--- config.mk ---
export PLATFORM = sky130hd
export DESIGN_NAME = div_seq_ctrl
export DESIGN_NICKNAME = d
export VERILOG_FILES = /design/src/rtl/div_pkg.sv /design/src/rtl/div_row_slice.sv /design/src/rtl/div_seq_ctrl.sv
export SDC_FILE = /design/constraint.sdc
export NUM_CORES = 1
export LEC_CHECK = 0
export CORE_MARGIN = 8
export CORE_UTILIZATION = 41
export DETAILED_ROUTE_END_ITERATION = 16
export REMOVE_ABC_BUFFERS = 1
export SLEW_MARGIN = 0
export SYNTH_ARGS = -nofsm -noshare
export SYNTH_HDL_FRONTEND = slang
export SYNTH_SLANG_ARGS = --single-unit
--- constraint.sdc ---
create_clock -name clk -period 4.9 [get_ports clk]
set_input_delay 1.225 -clock clk [delete_from_list [all_inputs] [get_ports clk]]
set_output_delay 1.225 -clock clk [all_outputs]
set_load 0.01 [all_outputs]
--- src/rtl/div_pkg.sv ---
// Shared types and defaults for the sequential 16/8 restoring divider.
package div_pkg;

  typedef enum logic [1:0] {
    S_IDLE = 2'd0,
    S_RUN  = 2'd1,
    S_DONE = 2'd2
  } div_state_t;

  localparam int DIV_W_D   = 8;
  localparam int DIV_CNT_W = $clog2(DIV_W_D);

endpackage

--- src/rtl/div_row_slice.sv ---
// One W+1-bit restoring-divider subtract row, x - y, ripple borrow.
// With DIV_APPROX_COLS_EN the low APPROX_COLS columns use approximate cells.
module div_row_slice #(
  parameter int W           = 8,
  parameter int APPROX_COLS = 0
) (
  input  logic [W:0] i_x,
  input  logic [W:0] i_y,
  output logic [W:0] o_diff,
  output logic       o_bout
);

`ifdef DIV_APPROX_COLS_EN
  localparam bit APX_EN = 1'b1;
`else
  localparam bit APX_EN = 1'b0;
`endif

  logic [W+1:0] w_b;

  assign w_b[0] = 1'b0;

  for (genvar i = 0; i <= W; i++) begin : g_col
    if (APX_EN && (i < APPROX_COLS)) begin : g_apx
      assign o_diff[i] = ~w_b[i];
      assign w_b[i+1]  = ~i_x[i] & ~w_b[i];
    end else begin : g_ex
      assign o_diff[i] = i_x[i] ^ i_y[i] ^ w_b[i];
      assign w_b[i+1]  = (~i_x[i] & i_y[i])
                       | (~(i_x[i] ^ i_y[i]) & w_b[i]);
    end
  end

  assign o_bout = w_b[W+1];

endmodule

--- src/rtl/div_seq_ctrl.sv ---
// Sequential restoring divider: one subtract row reused for W_D cycles.
// Define DIV_APPROX_COLS_EN to build the low row columns from approximate cells.
module div_seq_ctrl
  import div_pkg::*;
#(
  parameter int W_D         = DIV_W_D,
  parameter int APPROX_COLS = 6
) (
  input  logic             clk,
  input  logic             rst_n,
  input  logic             in_valid,
  output logic             in_ready,
  input  logic [2*W_D-1:0] in_n,
  input  logic [W_D-1:0]   in_d,
  output logic             out_valid,
  input  logic             out_ready,
  output logic [W_D-1:0]   out_q,
  output logic [W_D-1:0]   out_r,
  output logic             out_dbz,
  output logic             out_ovf,
  output logic             busy
);

  localparam int W_N = 2 * W_D;
  localparam int CW  = $clog2(W_D);

  div_state_t     r_state;
  logic [W_D-1:0] r_rem;
  logic [W_D-1:0] r_low;
  logic [W_D-1:0] r_dreg;
  logic [W_D-1:0] r_q;
  logic [CW-1:0]  r_cnt;
  logic [W_D-1:0] r_out_q;
  logic [W_D-1:0] r_out_r;
  logic           r_dbz;
  logic           r_ovf;

  logic [W_D-1:0] w_n_hi;
  logic [W_D-1:0] w_n_lo;
  logic           w_dbz;
  logic           w_ovf;
  logic [W_D:0]   w_p;
  logic [W_D:0]   w_t;
  logic           w_bout;
  logic           w_qbit;
  logic [W_D-1:0] w_rem_nx;
  logic [W_D-1:0] w_q_nx;

  assign w_n_hi = in_n[W_N-1:W_D];
  assign w_n_lo = in_n[W_D-1:0];
  assign w_dbz  = (in_d == '0);
  assign w_ovf  = !w_dbz && (w_n_hi >= in_d);

  assign w_p = {r_rem, r_low[r_cnt]};

  div_row_slice #(
    .W           (W_D),
    .APPROX_COLS (APPROX_COLS)
  ) u_row (
    .i_x    (w_p),
    .i_y    ({1'b0, r_dreg}),
    .o_diff (w_t),
    .o_bout (w_bout)
  );

  // No borrow out of the MSB column means p >= divisor.
  assign w_qbit   = ~w_bout;
  assign w_rem_nx = w_qbit ? w_t[W_D-1:0] : w_p[W_D-1:0];
  assign w_q_nx   = {r_q[W_D-2:0], w_qbit};

  always_ff @(posedge clk or negedge rst_n) begin
    if (!rst_n) begin
      r_state <= S_IDLE;
      r_rem   <= '0;
      r_low   <= '0;
      r_dreg  <= '0;
      r_q     <= '0;
      r_cnt   <= '0;
      r_out_q <= '0;
      r_out_r <= '0;
      r_dbz   <= 1'b0;
      r_ovf   <= 1'b0;
    end else begin
      unique case (r_state)
        S_IDLE: begin
          if (in_valid) begin
            unique case (1'b1)
              w_dbz: begin
                r_dbz   <= 1'b1;
                r_out_q <= '1;
                r_out_r <= w_n_lo;
                r_state <= S_DONE;
              end
              w_ovf: begin
                r_ovf   <= 1'b1;
                r_out_q <= '1;
                r_out_r <= w_n_hi;
                r_state <= S_DONE;
              end
              default: begin
                r_rem   <= w_n_hi;
                r_low   <= w_n_lo;
                r_dreg  <= in_d;
                r_q     <= '0;
                r_cnt   <= CW'(W_D - 1);
                r_state <= S_RUN;
              end
            endcase
          end
        end
        S_RUN: begin
          r_rem <= w_rem_nx;
          r_q   <= w_q_nx;
          if (r_cnt == '0) begin
            r_out_q <= w_q_nx;
            r_out_r <= w_rem_nx;
            r_state <= S_DONE;
          end else begin
            r_cnt <= r_cnt - CW'(1);
          end
        end
        S_DONE: begin
          if (out_ready) begin
            r_dbz   <= 1'b0;
            r_ovf   <= 1'b0;
            r_state <= S_IDLE;
          end
        end
        default: r_state <= S_IDLE;
      endcase
    end
  end

  assign in_ready  = (r_state == S_IDLE);
  assign out_valid = (r_state == S_DONE);
  assign busy      = (r_state != S_IDLE);
  assign out_q     = r_out_q;
  assign out_r     = r_out_r;
  assign out_dbz   = r_dbz;
  assign out_ovf   = r_ovf;

endmodule

# Word-level counts from Yosys, hierarchy flattened
# Cells that the tools add are included.
totals:
  ff_bits: 54
  output_inout_bits: 21
  in_bits: 28
classes:
  n_reduce_logical: 17
  n_bitwise: 56
  addsub: 1
  n_lt_le_gt_ge: 2
  muxes: 33
  eq_ne: 11
op_table:
  columns: ["op", "n"]
  rows:
  - ["8-bit 2-to-1 mux", 8]
  - ["8-bit case mux with 2 select lines", 4]
  - ["4-bit AND reduction", 5]
  - ["1-bit NOT", 18]
  - ["1-bit AND", 16]
  - ["1-bit XOR", 15]
  - ["7-bit 2-to-1 mux", 2]
  - ["7-bit case mux with 2 select lines", 1]
  - ["2-bit != test, second input constant", 5]
  - ["3-bit 2-to-1 mux", 3]
  - ["3-bit AND reduction", 3]
  - ["8-bit greater-or-equal comparator", 1]
  - ["8-bit logical NOT", 1]
  - ["2-bit 2-to-1 mux", 4]
  - ["1-bit OR", 7]
  - ["1-bit 2-to-1 mux", 6]
  - ["2-bit by 1-bit != test with 1-bit output, second input constant", 3]
  - ["2-bit case mux with 3 select lines", 1]
  - ["3-bit case mux with 2 select lines", 1]
  - ["2-bit nonzero test", 3]
  - ["3-bit by 4-bit less-than comparator with 1-bit output, second input constant", 1]
  - ["1-bit case mux with 2 select lines", 2]
  - ["1-bit binary-select mux with 3-bit select", 1]
  - ["3-bit logical NOT", 1]
  - ["8 further kinds", 8]

# Depth between registers and ports, before layout
# Gate-level depths: netlist (run 1).
logic_depth:
  ltp_word: 22
  mapped_depth: 18
  mapped_depth_nobuf: 17

# Modules after synthesis
# Synthesis (run 1) repeated with hierarchy kept, for this count alone.
hier_totals:
  cells_unflattened: 301
  area_unflattened_um2: 2995.4
by_module_without_submodules:
  columns: ["mod", "n_inst", "cells_each", "area_per_inst_um2", "seq_area_each_um2"]
  rows:
  - ["div_seq_ctrl", 1, 272, 2747.6, 1351.3]
  - ["div_row_slice", 1, 29, 247.7, 0.0]

# Least setup slack after synthesis (run 1)
# Ideal clock, no wire load.
synth_timing:
  path_type: "register to register"
  from: "reg r_cnt[0]"
  to: "reg r_out_r[0], in the netlist out_r[0]"
  path_stages_with_launch: 18
  arrival_ps: 4276
  path_buffers: 1
  slack_ps: 500
  setup_ps: 124
  path_cell_list: "dfrtp_1 mux4_2 mux2i_1 ha_1 fa_1 fa_1 fa_1 fa_1 fa_1 fa_1 inv_1 fa_1 or2_2 clkbuf_1 nand2_1 nand2_1 a21oi_1 o31a_1"
synth_via:
  elab_chain_cells: 22
  elab_cells_between_ends: 26
  cone_classes: "eq/ne (1); mux (5); bitwise (18); reduce/logical (2)"
synth_rtl:
  columns: ["item", "line_no", "rtl"]
  rows:
  - ["start, declared", "div_seq_ctrl.sv:32", "logic [CW-1:0] r_cnt;"]
  - ["start signal, assigned", "div_seq_ctrl.sv:105", "r_cnt <= CW'(W_D - 1);"]
  - ["start signal, assigned", "div_seq_ctrl.sv:119", "r_cnt <= r_cnt - CW'(1);"]
  - ["1-bit binary-select mux with 3-bit select", "div_seq_ctrl.sv:54", "assign w_p = {r_rem, r_low[r_cnt]};"]
  - ["1-bit 2-to-1 mux (implied by the code)", "div_seq_ctrl.sv:54", null]
  - ["1-bit NOT", "div_row_slice.sv:29", "assign w_b[i+1] = (~i_x[i] & i_y[i])"]
  - ["1-bit AND", "div_row_slice.sv:29", null]
  - ["1-bit AND", "div_row_slice.sv:30", "| (~(i_x[i] ^ i_y[i]) & w_b[i]);"]
  - ["1-bit OR", "div_row_slice.sv:30", null]
  - ["1-bit AND", "div_row_slice.sv:30", null]
  - ["1-bit OR", "div_row_slice.sv:30", null]
  - ["[6 not listed]", null, null]
  - ["1-bit AND", "div_row_slice.sv:30", null]
  - ["1-bit OR", "div_row_slice.sv:30", null]
  - ["1-bit AND", "div_row_slice.sv:30", null]
  - ["1-bit OR", "div_row_slice.sv:30", null]
  - ["1-bit AND", "div_row_slice.sv:30", null]
  - ["8-bit 2-to-1 mux", "div_seq_ctrl.sv:68", "assign w_rem_nx = w_qbit ? w_t[W_D-1:0] : w_p[W_D-1:0];"]
  - ["8-bit 2-to-1 mux", "div_seq_ctrl.sv:114", "if (r_cnt == '0) begin"]
  - ["8-bit case mux with 2 select lines", "div_seq_ctrl.sv:84", "unique case (r_state)"]
  - ["end signal, assigned", "div_seq_ctrl.sv:91", "r_out_r <= w_n_lo;"]
  - ["end signal, assigned", "div_seq_ctrl.sv:97", "r_out_r <= w_n_hi;"]
  - ["end signal, assigned", "div_seq_ctrl.sv:116", "r_out_r <= w_rem_nx;"]
  - ["end, declared", "div_seq_ctrl.sv:34", "logic [W_D-1:0] r_out_r;"]
# Several ways; a longest one is shown, not always the timed one. The select of a mux whose other input is x is not followed.
# A chain may end at the register's enable or synchronous reset.

# Worst setup path in the final report (run 1)
layout_timing:
  from: "reg r_cnt[0]"
  to: "reg r_rem[0]"
layout_via:
  elab_chain_cells: 21
  elab_cells_between_ends: 22
  cone_classes: "mux (4); bitwise (18)"
layout_rtl:
  columns: ["item", "line_no", "rtl"]
  rows:
  - ["1-bit binary-select mux with 3-bit select *", "div_seq_ctrl.sv:54", null]
  - ["1-bit 2-to-1 mux (implied by the code) *", "div_seq_ctrl.sv:54", null]
  - ["1-bit NOT", "div_row_slice.sv:29", null]
  - ["1-bit AND", "div_row_slice.sv:29", null]
  - ["1-bit AND", "div_row_slice.sv:30", null]
  - ["1-bit OR", "div_row_slice.sv:30", null]
  - ["1-bit AND", "div_row_slice.sv:30", null]
  - ["1-bit OR", "div_row_slice.sv:30", null]
  - ["[5 not listed]", null, null]
  - ["1-bit OR", "div_row_slice.sv:30", null]
  - ["1-bit AND", "div_row_slice.sv:30", null]
  - ["1-bit OR", "div_row_slice.sv:30", null]
  - ["1-bit AND", "div_row_slice.sv:30", null]
  - ["1-bit OR", "div_row_slice.sv:30", null]
  - ["1-bit AND", "div_row_slice.sv:30", null]
  - ["8-bit 2-to-1 mux *", "div_seq_ctrl.sv:68", null]
  - ["8-bit case mux with 2 select lines *", "div_seq_ctrl.sv:84", null]
  - ["end signal, assigned", "div_seq_ctrl.sv:101", "r_rem <= w_n_hi;"]
  - ["end signal, assigned", "div_seq_ctrl.sv:112", "r_rem <= w_rem_nx;"]
  - ["end, declared", "div_seq_ctrl.sv:28", "logic [W_D-1:0] r_rem;"]
# Every way passes the cells marked *; elsewhere a longest branch is shown, timed or not. The select of a mux whose other input is x is not followed.

==> key figures, run 1 <==
Die
  • DIE AREA: 10,400 um2
  • Core area: 7180 um2
  • Initial Utilization: 42.0%
  • Boundary Pins: 49
  • Die Y-Extent: 102 um
  • Site Rows: 31
  • Die width: 102 um

Global routing
  • Gr usage total: 16.1%
  • Largest net degree at the start of global routing: 55
  • First-pass GRT wire length: 12.8 mm
  • Vias in the first global route: 2,472
  • Grt ovf: 0
  • Antenna violations before repair: 0

Drt
  • Avg WL per Cell: 17.8 um
  • Drt pass-1 iters: 4
  • DR vias: 2,356
  • Routed Antenna Nets: 0
  • Via/cell ratio: 5.34
  • Initial drt markers: 102
  • Drt drc: 0
  • Final wirelength: 7.85 mm

Clock tree
  • CTS sink count: 54
  • CTS Hold Buffers Added: 0
  • CTS clk-pin slew, worst paths: 90 ps
  • CTS max path bufs: 2
  • H-tree depth: 2
  • CTS tree: built
  • Root buffer cell: clkbuf_8
  • Post-CTS setup buffer count: 0
  • CTS Buf Count: 5
  • Clock Latency Late Sink: 310 ps

Synthesis
  • Main flop type after synthesis: dfrtp_1
  • Seq/Total Area, Yosys: 44.8%
  • Async set or reset register ratio after synthesis: 100%
  • Flops & latches, synth: 54
  • Most frequent cell after synthesis: dfrtp_1
  • Area contributors post-synth: dfrtp_1 45%, mux2_1 6.0%, fa_1 4.6%
  • Synth area leader: dfrtp_1
  • Mean Syn Cell Area: 10.2 um2
  • Syn Inst Count: 296
  • Synthesis Warnings: 0
  • Most frequent cells after synthesis: 54 x dfrtp_1, 35 x nand2_1, 25 x nor2_1, 22 x inv_1, 17 x a21oi_1
  • Synthesized area: 3020 um2
  • Netlist cell types: 42
  • Share of the synthesized area in the top cell type: 44.8%
  • Post-synth EDFFs: 0

Worst setup path
  • Worst path slowest cell: dfrtp_1
  • WP data arrival: 4760 ps
  • Crit. End Element: register
  • Crit Reg-Reg Startpoint: r_cnt[0]
  • CP Cell Sequence: mux4_2 -> mux2i_1 -> ha_1 -> fa_1 -> fa_1 -> fa_1 -> fa_1 -> fa_1 -> fa_1 -> inv_1 -> fa_1 -> or2_2 -> nand2_1 -> nand2_1 -> a21oi_1 -> a211oi_1 -> a21oi_1
  • Critical Path RT: 5080 ps
  • Crit path max fanout: 8
  • Reg2reg setup slack: 320 ps
  • Crit path kind: reg2reg
  • Reg-to-reg endpoint: r_rem[0]
  • Depth of the most critical reg-to-reg path: 17
  • CP Launch Type: register
  • Worst path most repeated cell: fa_1
  • Delay of the slowest critical-path stage: 460 ps

Worst hold path
  • Hold wc startpoint: r_low[1]
  • Hold WC Path Type: reg2reg
  • Hold endpoint: r_low[1]
  • Hold Path Depth: 1

Cells and area
  • Area Overhead vs Synth: 21.5%
  • Post-layout util: 51.1%
  • Fillers: 678
  • Layout cell share with drive strength beyond 1: 8.77%
  • Ant. Diodes: 0
  • Final #Nets: 388

Place
  • Port Buffers: 48
  • GPL Wtd Cong: 0.875
  • Detail Placement HPWL: 5.78 mm

Timing
  • Final setup fails: 0
  • Rel. slew slack: 31.3%
  • Period minus WS final: 4580 ps
  • Final Cycle Share: 93.6%
  • Setup tns final: 0 ps
  • Max Freq: 0.218 GHz
  • Unrepaired setup endpoints after global routing: false
  • Slew Viols, Final: 0
  • Fin Clk Skew: 5.16 ps
  • Measured slew at the worst slew-check pin: 1030 ps
  • Final Hold Viols: 0

Power and ir drop
  • LEAKAGE: 0.00157 uW
  • Power Density: 625 nW/um2
  • Max rail drop VDD: 0.257 mV

Job
  • Maximum Capacitance Violations: 0

Status
  • Outcome: complete, no violations
==> stage by stage <==
| stage | setup slack, ps | total power [uW] | hold WS, ps | instances | instance area, um2 |
|---|---|---|---|---|---|
| floorplan | 657 | 1570 | 452 | 280 | 2930 |
| global placement | 400 | 2020 | 475 | 434 | 3580 |
| detailed placement | 312 | 2050 | 478 | 434 | 3580 |
| CTS | 289 | 2300 | 499 | 441 | 3660 |
| global route | 61.8 | 2490 | 515 | 441 | 3660 |
| finish | 316 | 2290 | 500 | 441 | 3660 |
==> worst max-delay path by stage <==
stage / start / end / slack (ps) / cells past startpoint
floorplan: r_cnt[0] / out_r[0] / 660 / 16
global placement: r_cnt[0] / out_r[1] / 400 / 16
detailed placement: r_cnt[0] / out_r[1] / 310 / 16
CTS: r_cnt[0] / out_r[1] / 290 / 16
global route: r_cnt[0] / out_r[3] / 60 / 16
finish: r_cnt[0] / r_rem[0] / 320 / 17
==> routing by layer <==
layer	track usage [%]	up-vias	part of all wire, %
met5	0	-	0
met2	26.6	80	47
met3	3.85	12	7.4
met4	5.50	0	1.6
met1	20.1	1146	44
li1	-	1118	-
==> worst max-delay path: cells and delay by family (launching register included) <==
family	cells	cell delay (ps)
mux	2	470
flops	1	460
fa+ha+maj	8	2730
compound gates	3	370
buf+inv	1	80
simple gates	3	330
==> flip-flops by register name, indices dropped and copies added, names as in the netlist <==
signal	flops
out_q	8
out_dbz	1
r_rem	8
out_r	8
r_low	8
out_ovf	1
r_cnt	3
r_dreg	8
r_state	2
r_q	7
==> power breakdown <==
group | internal (uW) | switching (uW) | total [uW]
sequential | 660 | 179 | 840
combinational | 557 | 646 | 1200
clock | 96.5 | 149 | 245
==> kinds of logic (layout without fill, tap and decap cells) <==
family	Yosys count	count (layout)	synth area share, %
and+or+nand+nor	81	81	13.3
muxes	22	22	8.80
buffers and inverters	38	84	5.60
AOI/OAI and AO/OA	83	83	18.3
DFF	54	54	44.8
adders and majority gates	18	18	9.21
==> what timing repair did <==
action / 4_1_cts / 5_1_grt
gates resized for setup: 0 / 1
endpoints found under the setup margin: 0 / 1
endpoints found under the hold margin: 0 / 0
==> cell type report <==
cell class,count,area (um2),share of cell area [%]
Timing Repair Buffer,55,528,14.4
Sequential cell,54,1350,36.9
Multi-Input combinational cell,204,1500,40.9
Clock buffer,5,68.8,1.88
Clock inverter,2,10.0,0.273
Inverter,22,82.6,2.25
Tap cell,99,124,3.38
==> cells in the final DEF (no fill, tap or decap), types with 2 or more instances in the layout <==
cell type and instances:
inv_1 22, a211o_1 2, nor2b_1 2, o21ai_1 16
dfrtp_1 54, clkdlybuf4s50_1 47, clkbuf_8 5, ha_1 11
mux2_1 16, mux2i_1 4, or2_1 2, nand2_1 35
nor2_1 25, mux4_2 2, nor4_2 2, a21oi_1 16
a211oi_1 11, o21ai_0 15, buf_4 7, o31ai_2 2
nor3_1 2, nor3b_1 7, fa_1 7, o31ai_1 9
clkinv_2 2
Power figures use the tool's default switching activity.
==> run 2, diff against run 1 <==
--- a/config.mk
+++ b/config.mk
@@ -5,9 +5,11 @@
 export SDC_FILE = /design/constraint.sdc
 export NUM_CORES = 1
 export LEC_CHECK = 0
+export CAP_MARGIN = 20
 export CORE_MARGIN = 8
 export CORE_UTILIZATION = 41
 export DETAILED_ROUTE_END_ITERATION = 16
+export PLACE_DENSITY_LB_ADDON = 0.08
 export REMOVE_ABC_BUFFERS = 1
 export SLEW_MARGIN = 0
 export SYNTH_ARGS = -nofsm -noshare
==> key figures, run 2 (same netlist as run 1, synthesis figures left out) <==
Global routing
  • First-pass GRT wire length: 12.7 mm
  • Grt ovf: 0
  • Antenna violations before repair: 0
  • Gr usage total: 15.9%
  • Vias in the first global route: 2,344
  • Largest net degree at the start of global routing: 55

Drt
  • Avg WL per Cell: 17.4 um
  • DR vias: 2,303
  • Routed Antenna Nets: 0
  • Final wirelength: 7.69 mm
  • Drt pass-1 iters: 4
  • Initial drt markers: 94
  • Drt drc: 0
  • Via/cell ratio: 5.22

Clock tree
  • H-tree depth: 2
  • CTS sink count: 54
  • PostCTS Resize Cnt: 0
  • Post-CTS setup buffer count: 0
  • CTS Buf Count: 5
  • CTS clk-pin slew, worst paths: 100 ps
  • CTS tree: built
  • Root buffer cell: clkbuf_8
  • CTS Hold Buffers Added: 0
  • CTS max path bufs: 2
  • Clock Latency Late Sink: 320 ps

Timing
  • Final Cycle Share: 93.0%
  • Final setup margin: 344 ps
  • Max Freq: 0.220 GHz
  • Fin Clk Skew: 9.84 ps
  • Setup tns final: 0 ps
  • Unrepaired setup endpoints after global routing: false
  • Period minus WS final: 4560 ps
  • Measured slew at the worst slew-check pin: 1020 ps
  • Rel. slew slack: 32.2%
  • Slew Viols, Final: 0
  • Final Hold Viols: 0
  • Final setup fails: 0

Worst hold path
  • Hold WC Path Type: reg2reg

Worst setup path
  • Worst Path Buf+Inv: 1
  • Crit path max fanout: 8
  • WP data arrival: 4760 ps
  • Critical path's top delay family: adder cells
  • Worst path most repeated cell: fa_1
  • CP Launch Type: register
  • Worst path slowest cell: dfrtp_1
  • Delay of the slowest critical-path stage: 450 ps
  • Crit. End Element: register
  • CP Cell Sequence: mux4_2 -> mux2i_1 -> ha_1 -> fa_1 -> fa_1 -> fa_1 -> fa_1 -> fa_1 -> fa_1 -> inv_1 -> fa_1 -> or2_2 -> nand2_1 -> nand2_1 -> a21oi_1 -> o31a_1
  • Critical Path RT: 5100 ps
  • Crit path kind: reg2reg

Cells and area
  • Final #Nets: 387
  • Finished Cell Area: 3690 um2
  • Layout cell share with drive strength beyond 1: 8.77%
  • Area Overhead vs Synth: 22.4%
  • Most frequent cells in the layout: 54 x dfrtp_1, 47 x clkdlybuf4s50_1, 35 x nand2_1
  • Ant. Diodes: 0
  • Non-filler cells, final: 441
  • Commonest non-fill, non-tap cell in the layout: dfrtp_1

Power and ir drop
  • Share of power burned in registers: 36.0%
  • Max rail drop VDD: 0.214 mV
  • Power Density: 630 nW/um2
  • Clk pwr share: 13.3%
  • Switching Fraction: 41.6%
  • Switch Pwr: 966 uW
  • Comb pwr share: 50.7%
  • Pint: 1360 uW
  • LEAKAGE: 0.00157 uW

Place
  • Place WS: 341 ps
  • Detail Placement HPWL: 5.77 mm
  • Inst Count DP: 433
  • Port Buffers: 48
  • GPL Wtd Cong: 0.834
  • Placed Area: 3580 um2

Job
  • Maximum Capacitance Violations: 0

Die
  • Die width: 102 um
  • Die Y-Extent: 102 um
  • DIE AREA: 10,400 um2
  • Initial Utilization: 42.0%
  • Boundary Pins: 49
  • Site Rows: 31
  • Core area: 7180 um2

Status
  • Outcome: complete, no violations
run 2: final timing paths:
kind	slack, ps	start	end	cells past startpoint
setup / recovery	340	r_cnt[0]	out_r[0]	16
hold / removal	500	out_q[0]	out_q[0]	1
setup reg to reg	340	r_cnt[0]	out_r[0]	16
hold reg to reg	500	out_q[0]	out_q[0]	1
max in group asynchronous	3400	rst_n	r_low[2]	2
min in group asynchronous	1020	rst_n	out_q[4]	2
run 2: power groups by stage:
stage | Clock (uW) | Sequential, uW | Combinational (uW)
3_3_place_gp | 0 | 842 | 1160
6_report | 310 | 835 | 1180
5_1_grt | 337 | 866 | 1340
3_5_place_dp | 0 | 848 | 1190
2_1_floorplan | 0 | 822 | 747
4_1_cts | 318 | 838 | 1190
run 2: layout make-up:
cell class | count | area (um2)
Clock inverter | 3 | 45.0
Timing Repair Buffer | 54 | 520
Sequential cell | 54 | 1350
Tap cell | 99 | 124
Fill cell | 668 | 3490
Clock buffer | 5 | 68.8
Multi-Input combinational cell | 204 | 1500
Inverter | 22 | 82.6
run 2: worst register-to-register path: cells and delay by family (launching register included):
family	cells	cell delay [ps]
simple gates	3	330
flops	1	450
compound gates	2	400
buf+inv	1	70
mux	2	460
fa+ha+maj	8	2730
run 2: per-stage QoR:
| stage | util, % | hold slack, ps | total power (uW) |
|---|---|---|---|
| finish | 51.4 | 500 | 2320 |
| floorplan | - | 452 | 1570 |
| CTS | 51.4 | 502 | 2350 |
| global placement | 49.8 | 475 | 2000 |
| global route | 51.4 | 519 | 2540 |
| detailed placement | 49.8 | 479 | 2040 |
run 2: routing by layer:
layer,vias to the layer above,track usage [%],wire (um)
met4,0,3.44,66
met5,-,0,0
met2,33,27.1,3780
met3,4,2.82,226
met1,1145,20.5,3620
li1,1121,-,-
==> run 3, diff against run 2 <==
--- a/config.mk
+++ b/config.mk
@@ -6,6 +6,9 @@
 export NUM_CORES = 1
 export LEC_CHECK = 0
 export CAP_MARGIN = 20
+export CELL_PAD_IN_SITES_DETAIL_PLACEMENT = 1
+export CELL_PAD_IN_SITES_GLOBAL_PLACEMENT = 1
+export CORE_ASPECT_RATIO = 1.4
 export CORE_MARGIN = 8
 export CORE_UTILIZATION = 41
 export DETAILED_ROUTE_END_ITERATION = 16
==> key figures, run 3 (same netlist as run 1, synthesis figures left out) <==
Drt
  • Routed Antenna Nets: 0
  • Avg WL per Cell: 19.2 um
  • DR vias: 2,367
  • Final wirelength: 8.47 mm
  • Initial drt markers: 88
  • Drt pass-1 iters: 4
  • Drt drc: 0
  • Via/cell ratio: 5.38

Power and ir drop
  • Comb pwr share: 51.3%
  • LEAKAGE: 0.00158 uW
  • Max rail drop VDD: 0.247 mV
  • Share of power burned in registers: 35.7%
  • Switching Fraction: 42.0%
  • Clk pwr share: 13.0%
  • Pint: 1370 uW
  • Switch Pwr: 992 uW
  • Power Density: 638 nW/um2

Cells and area
  • Layout cell share with drive strength beyond 1: 8.45%
  • Final #Nets: 388
  • Most frequent cells in the layout: 54 x dfrtp_1, 47 x clkdlybuf4s50_1, 35 x nand2_1
  • Non-filler cells, final: 440
  • Ant. Diodes: 0
  • Area Overhead vs Synth: 22.7%
  • Post-layout util: 51.2%
  • Commonest non-fill, non-tap cell in the layout: dfrtp_1

Die
  • DIE AREA: 10,400 um2
  • Die Y-Extent: 117 um
  • Die width: 88.5 um
  • Initial Utilization: 41.8%
  • Core area: 7220 um2
  • Site Rows: 37
  • Boundary Pins: 49

Timing
  • Measured slew at the worst slew-check pin: 827 ps
  • Final Cycle Share: 93.5%
  • Fin Clk Skew: 13.0 ps
  • Period minus WS final: 4580 ps
  • Rel. slew slack: 44.8%
  • Slew Viols, Final: 0
  • Setup tns final: 0 ps
  • Final Hold Viols: 0
  • Max Freq: 0.218 GHz
  • Unrepaired setup endpoints after global routing: false
  • Final setup fails: 0

Worst setup path
  • Reg-to-reg endpoint: out_r[5]
  • CP Launch Type: register
  • Depth of the most critical reg-to-reg path: 14
  • Crit Reg-Reg Startpoint: r_cnt[0]
  • Crit path max fanout: 10
  • Crit path from: r_cnt[0]
  • Crit. End Element: register
  • Critical Path RT: 5100 ps
  • WP data arrival: 4780 ps
  • Reg2reg setup slack: 320 ps
  • Critical path destination: out_r[5]
  • Crit path kind: reg2reg

Clock tree
  • Root buffer cell: clkbuf_8
  • CTS tree: built
  • CTS Buf Count: 5
  • Clock Latency Late Sink: 320 ps
  • Post-CTS setup buffer count: 0
  • PostCTS Resize Cnt: 0
  • H-tree depth: 2
  • CTS Hold Buffers Added: 0
  • CTS clk-pin slew, worst paths: 100 ps
  • CTS sink count: 54
  • CTS max path bufs: 2

Worst hold path
  • Hold WC Path Type: reg2reg

Global routing
  • Grt ovf: 0
  • First-pass GRT wire length: 14.3 mm
  • Vias in the first global route: 2,653
  • Largest net degree at the start of global routing: 55
  • Antenna violations before repair: 0
  • Gr usage total: 17.9%

Place
  • Inst Count DP: 432
  • Detail Placement HPWL: 6.58 mm
  • Port Buffers: 48
  • GPL Wtd Cong: 0.790

Job
  • Maximum Capacitance Violations: 0

Status
  • Outcome: complete, no violations
-- run 3: cell types whose count changed in the layout (fill, tap and decap cells not counted), sizes merged --
cell,previous run,this run
buf,7,8
clkbuf,5,6
clkinvlp,2,1
-- run 3: how the worst min path moves through the flow --
stage	start	endpoint	slack [ps]	depth (start not counted)
final	r_low[4]	r_low[4]	500	1
after global routing	out_q[0]	out_q[0]	540	1
after CTS	r_low[4]	r_low[4]	510	1
after detailed placement	r_low[4]	r_low[4]	480	1
after global placement	r_low[4]	r_low[4]	480	1
after floorplan	r_low[2]	r_low[2]	450	1
-- run 3: per-stage QoR --
step           hold WS (ps)  setup slack (ps)  power [uW]  cell area [um2]
3_5_place_dp            484               341        2090             3590
3_3_place_gp            484               430        2050             3590
4_1_cts                 507               308        2390             3700
2_1_floorplan           452               657        1570             2930
6_report                498               318        2360             3700
5_1_grt                 540              47.5        2580             3700
-- run 3: routing by layer --
| metal | vias up | global-route usage [%] | part of all wire (%) |
|---|---|---|---|
| met2 | 38 | 32.3 | 56 |
| met3 | 7 | 2.52 | 3.5 |
| li1 | 1118 | - | - |
| met1 | 1204 | 20.9 | 40 |
| met4 | 0 | 4.68 | 1.1 |
| met5 | - | 0 | 0 |
-- run 3: area by class of cell --
type / instances / area, um2
Tap cell: 97 / 121
Fill cell: 835 / 3520
Timing Repair Buffer: 55 / 541
Clock buffer: 6 / 72.6
Clock inverter: 2 / 37.5
Inverter: 22 / 82.6
Sequential cell: 54 / 1350
Multi-Input combinational cell: 204 / 1500
-- run 3: critical path, stage by stage (launching register included) --
cell      delay [ps]
dfrtp_1          450
mux4_2           350
mux2i_1          100
ha_1             210
fa_1             390
fa_1             390
fa_1             400
fa_1             420
fa_1             400
fa_1             370
inv_1             80
fa_1             170
nor2_1           160
a211oi_1         440
o31ai_2          140
-- run 3: power by group through the flow --
stage	clock [uW]	sequential, uW	combinational [uW]
after global placement	0	855	1190
final	307	843	1210
after CTS	311	849	1230
after global routing	327	878	1370
after detailed placement	0	859	1230
after floorplan	0	822	747
